$ cat src/rtl/if_fetch_stage.sv
// Instruction-fetch stage: owns the fetch PC, issues credit-limited requests
// to instruction memory, buffers in-order responses in a small FIFO and hands
// {instr, pc} to decode. A redirect flushes the FIFO and marks every response
// still in flight as wrong-path so it is dropped on arrival.
module if_fetch_stage #(
    parameter logic [31:0] RESET_PC = 32'h0000_0000,
    parameter int          DEPTH    = 2
) (
    input  logic        clk,
    input  logic        rst,
    input  logic        redirect_valid,
    input  logic [31:0] redirect_pc,
    output logic        imem_req_valid,
    input  logic        imem_req_ready,
    output logic [31:0] imem_req_addr,
    input  logic        imem_rsp_valid,
    input  logic [31:0] imem_rsp_data,
    output logic        id_valid,
    input  logic        id_ready,
    output logic [31:0] id_instr,
    output logic [31:0] id_pc
);
    localparam int CW = $clog2(DEPTH + 1);
    localparam int AW = $clog2(DEPTH);

    logic [31:0]   fpc_q, fpc_d;
    logic [31:0]   rsp_pc_q, rsp_pc_d;
    logic [CW-1:0] occ_q, occ_d;
    logic [CW-1:0] out_q, out_d;
    logic [CW-1:0] drop_q, drop_d;
    logic [AW-1:0] wr_q, wr_d;
    logic [AW-1:0] rd_q, rd_d;
    logic [31:0]   instr_q [DEPTH];
    logic [31:0]   pc_q    [DEPTH];

    logic [CW:0] used;
    logic        req_fire;
    logic        push;
    logic        pop;

    // Credit comes from registered counts only, so a pop never frees a slot
    // for a request in the same cycle.
    assign used           = {1'b0, occ_q} + {1'b0, out_q};
    assign imem_req_valid = !rst && !redirect_valid && (used < (CW+1)'(DEPTH));
    assign imem_req_addr  = fpc_q;
    assign req_fire       = imem_req_valid && imem_req_ready;

    assign push     = imem_rsp_valid && !redirect_valid && (drop_q == '0);
    assign id_valid = (occ_q != '0) && !redirect_valid;
    assign pop      = id_valid && id_ready;
    assign id_instr = instr_q[rd_q];
    assign id_pc    = pc_q[rd_q];

    // Next-state for PCs, counters and FIFO pointers; redirect overrides all.
    always_comb begin
        fpc_d    = fpc_q;
        rsp_pc_d = rsp_pc_q;
        occ_d    = occ_q;
        out_d    = out_q + CW'(req_fire) - CW'(imem_rsp_valid);
        drop_d   = drop_q;
        wr_d     = wr_q;
        rd_d     = rd_q;
        if (redirect_valid) begin
            fpc_d    = redirect_pc;
            rsp_pc_d = redirect_pc;
            occ_d    = '0;
            wr_d     = '0;
            rd_d     = '0;
            // Pending drops are already a subset of outstanding, so after a
            // redirect every response still in flight is wrong-path.
            drop_d   = out_q - CW'(imem_rsp_valid && (out_q != '0));
        end else begin
            if (req_fire)
                fpc_d = fpc_q + 32'd4;
            if (imem_rsp_valid && (drop_q != '0))
                drop_d = drop_q - CW'(1);
            if (push) begin
                wr_d     = wr_q + AW'(1);
                rsp_pc_d = rsp_pc_q + 32'd4;
            end
            if (pop)
                rd_d = rd_q + AW'(1);
            occ_d = occ_q + CW'(push) - CW'(pop);
        end
    end

    // State registers.
    always_ff @(posedge clk or posedge rst) begin
        if (rst) begin
            fpc_q    <= RESET_PC;
            rsp_pc_q <= RESET_PC;
            occ_q    <= '0;
            out_q    <= '0;
            drop_q   <= '0;
            wr_q     <= '0;
            rd_q     <= '0;
        end else begin
            fpc_q    <= fpc_d;
            rsp_pc_q <= rsp_pc_d;
            occ_q    <= occ_d;
            out_q    <= out_d;
            drop_q   <= drop_d;
            wr_q     <= wr_d;
            rd_q     <= rd_d;
        end
    end

    // FIFO storage; cleared on reset so the head reads zero while empty.
    always_ff @(posedge clk or posedge rst) begin
        if (rst) begin
            for (int i = 0; i < DEPTH; i++) begin
                instr_q[i] <= '0;
                pc_q[i]    <= '0;
            end
        end else if (push) begin
            instr_q[wr_q] <= imem_rsp_data;
            pc_q[wr_q]    <= rsp_pc_q;
        end
    end
endmodule

$ cat config.mk
export PLATFORM = sky130hd
export DESIGN_NAME = if_fetch_stage
export DESIGN_NICKNAME = d
export VERILOG_FILES = /design/src/rtl/if_fetch_stage.sv
export SDC_FILE = /design/constraint.sdc
export NUM_CORES = 1
export LEC_CHECK = 0
export CAP_MARGIN = 25
export CORE_UTILIZATION = 45
export CTS_BUF_LIST = sky130_fd_sc_hd__clkbuf_16
export DETAILED_ROUTE_END_ITERATION = 8
export PLACE_DENSITY = 0.7
export SYNTH_ARGS = -nofsm -noshare
export SYNTH_HDL_FRONTEND = slang
export SYNTH_SLANG_ARGS = --single-unit
$ cat constraint.sdc
create_clock -name clk -period 8.02 [get_ports clk]
set_clock_uncertainty 0.15 [all_clocks]
set_input_delay 2.005 -clock clk [delete_from_list [all_inputs] [get_ports clk]]
set_output_delay 2.005 -clock clk [all_outputs]
set_load 0.1 [all_outputs]
# Word level (Yosys, flattened, before mapping)
# Index checks and enable logic that the tools add are counted.
# op_classes
n_addsub	11
magnitude_cmp	4
muxes	21
n_bitwise	2
reduce_logical	20
# ops
op	count
$mux 32	11
$bwmux 64	2
$add 32x3->32 const B	2
$demux 32 s1	1
$reduce_bool 2->1	7
$logic_and 1x1->1	10
$mux 2	3
$sub 2x1->2	3
$add 2x1->2	2
$ge 2x2->1 const B	2
$mux 1	4
$not 1->2	2
$add 2x2->3	1
$lt 3x2->1 const B	1
$add 1x1->1 const B	2
$logic_not 1->1	2
$logic_not 2->1	1
$lt 2x1->1 const B	1
$sub 2x1->2 const B	1
# totals
regBits	200
input_bits	70
out_inout_bits	98
elab_cells	69

# Longest topological paths before layout
# logic_depth
depth_word	6
ltp_mapped	10
depth_no_buf	9

# Least setup slack after synthesis
# OpenSTA, ideal clock, no wires.
# synth_path
path_kind	in2out
start	in redirect_valid
end	out imem_req_valid
arrival_ps	5320
required_ps	5865
slack_ps	545
stages	3
n_path_buf	2
cell_sequence	clkbuf_1 > buf_1 > nor4_1
# synth_between
elab_chain_cells	3
# synth_lines
element	line	source
start: declaration	11	input logic redirect_valid,
$logic_not 1->1	44	assign imem_req_valid = !rst && !redirect_valid && (used < (CW+1)'(DEPTH));
$logic_and 1x1->1 (2 in a row)	44	
end: declaration	13	output logic imem_req_valid,
# Every way passes these cells.

# Final worst setup path
# Same ends and word-level chain as after synthesis.

==> metrics.txt <==
crit path max fanout=33; Num CTS Buffers=17; Avg Cell Area, Syn=12.1 um^2; Final TNS setup=0 ns; GPL Wtd Cong=roughly 0.8; Slew HR=28.7%; die height=between 100 and 150 um; vias per inst=5.58; dominant synthesized flop cell=dfrtp_1; total core area=21000 um^2; busiest grt layer=met2; CP Data Required Time=5.87 ns; PD cells=between 400 and 500 nW/um^2; met1 track demand over resource=29.3%; post-synth cell types=43; GRT Overall Usage=21.1%; global-route met3 utilization=4.63%; largest buffer count on any clock path=2; fin crit share=just under 70%; final design area excluding fillers=between 10000 and 15000 um^2; area grow syn2layout=26.4%; Final WS setup=2.59 ns; startpoint types=primary input; share of the synthesized area in the top cell type=around 52%; syn_nets=874; Yosys reg bits=200; Period minus WS final=around 5.4 ns; Syn Inst Count=795; clk slew on worst S/H paths=0.07 ns; Post-CTS Setup Bufs=0; Post-DP HPWL=about 15 mm; Synth Area in Compound Gates=roughly 6.5%; Diodes inserted=0; DP Area=11500 um^2; Placement Setup Slack=2.59 ns; worst vdd ir=0.245 mV; num ports=about 170; initial antenna violation count=0; outcome=finished, final reports clean; average wire per standard cell=about 18 um; clock latency on the worst-skew pair=0.43 ns; xor/xnor share of the synthesized area=2.38%; Final ANT Viol Nets=0; Final #Nets=1025; Initial DRC Count=between 300 and 400; largest area contributor in the netlist=dfrtp_1; Slew Limit Fails=0; Seq/Total Area, Yosys=a little over half; CTS Sinks=200; met2 usage=33.1%; Gates resized, CTS repair=0; fin util=57.8%; mux cell area share after synthesis=23.9%; initial core utilization=45.7%; synth warn=0; vias in the first global route=6930; number of hold buffers added after cts=0; type of element capturing the critical path=primary output; layout cell share with drive strength beyond 1=26.2%; leakage=a little under 5 nW; first-pass GRT wire length=around 36 mm; setup violators final=0; row count=53; final hold violation count=0; PortBufs=167; worst hold path class=flip-flop to flip-flop; final wirelength=between 20 and 25 mm; largest family of logic cells by synthesized area=multiplexers; largest net degree at the start of global routing=109; Arr. time, crit path=roughly 3.3 ns; CTS HTree Levels=4; simple-gate portion of the synthesized area=11.2%; Adder-Cell Fraction of Synth Area=1.25%; via count=between 6000 and 7000; Remaining DRCs=0; Fmax achieved=184 MHz; die area=21900 um^2; total iterations of the first detailed-routing run=5; Synth Cell Area=around 9600 um^2; worst slew pin tran=1.07 ns; MaxCap Viol Count=0; number of flops mapped to enable cells by yosys=0; Clock Tree Root=clkbuf_16; setup repair after global routing missed its margin=false; Die X=between 100 and 150 um; Setup CP Type=primary input to primary output; largest cells by area after synthesis=dfrtp_1 52%, mux2_2 24%, a31oi_1 1.8%; grt total ovfl=0; CTS tree=built; ys async rst share=100%
[cells in the mapped netlist, drive strengths merged, types with 8 or more instances]
library cell	number
a31oi	27
nor3	8
nand3	18
dfrtp	200
o21ai	25
nand2	38
or3	10
clkbuf	38
nor2	33
ha	8
nor4	15
nand4	23
or4	20
a21oi	9
inv	17
xnor2	19
o31ai	18
mux2	202
[layer usage]
layer,part of all wire (%),vias to the layer above
met1,48,3449
met4,1.2,0
met3,5.4,22
li1,-,3240
met5,0,-
met2,45,177
[registers in the layout (all words and copies together) (netlist names)]
register       cells
out_q              2
drop_q             2
pc_q              64
instr_q           64
rd_q               1
wr_q               1
rsp_pc_q          32
imem_req_addr     32
occ_q              2
[area by class of cell]
type | instances | area, um^2
inverter | 17 | 71.3
multi-input combinational | 533 | 4360
clock inverter | 15 | 154
sequential | 200 | 5010
fill | 1786 | 8830
tap | 275 | 344
clock buffer | 17 | 425
timing repair buffer | 177 | 1760
[worst max-delay path, stage by stage]
cell             delay, ns
clkdlybuf4s50_1       0.40
buf_4                 0.24
nor4_1                0.29
buf_4                 0.33
[layout by cell type, fill, tap and decap left out, types with 3 or more instances in the layout]
cell type and n:
mux2_2 202, dfrtp_1 199, clkdlybuf4s50_1 165, nand2_1 38
nor2_1 32, a31oi_1 27, o21ai_0 25, nand4_1 22
or4_1 20, xnor2_1 19, nand3_1 18, o31ai_1 18
inv_1 17, clkbuf_16 17, nor4_1 15, buf_4 11
or3_1 10, a21oi_1 9, nor3_1 8, ha_1 8
and4_1 7, xor2_1 7, and2_1 6, a211oi_1 5
o31a_1 4, nor2b_1 4, o21a_1 4, and3_1 4
nand2b_1 3, inv_8 3, clkinv_4 3
[stage by stage]
stage | cells | power (mW) | hold slack [ns]
after floorplan | 795 | 3.94 | 0.294
after global placement | 1201 | 4.51 | 0.309
after detailed placement | 1202 | 4.55 | 0.327
after CTS | 1234 | 5.41 | 0.343
after global routing | 1234 | 5.60 | 0.364
final | 1234 | 5.36 | 0.344
[logic make-up after synthesis]
| group | Yosys count |
|---|---|
| simple gates | 196 |
| mux | 204 |
| fa+ha+maj | 9 |
| buf+inv | 62 |
| flops | 200 |
| xor+xnor | 26 |
| compound gates | 98 |
[path summary, 6_finish.rpt]
check / slack (ns) / cells after the start / startpoint / end
min in group asynchronous: 1.91 / 2 / rst / pc_q[35]
min: 0.34 / 2 / pc_q[17] / pc_q[17]
max reg2reg: 4.66 / 6 / out_q[0] / imem_req_addr[30]
min reg2reg: 0.34 / 2 / pc_q[17] / pc_q[17]
max: 2.59 / 4 / redirect_valid / imem_req_valid
max in group asynchronous: 4.90 / 3 / rst / imem_req_addr[4]
[where the power goes]
group          internal [mW]  total [mW]  switching [mW]
clock network          0.462       0.845           0.384
logic                  0.888        2.92            2.03
registers               1.37        1.60           0.221
total                   2.72        5.36            2.64
Power figures use the tool's default switching activity.
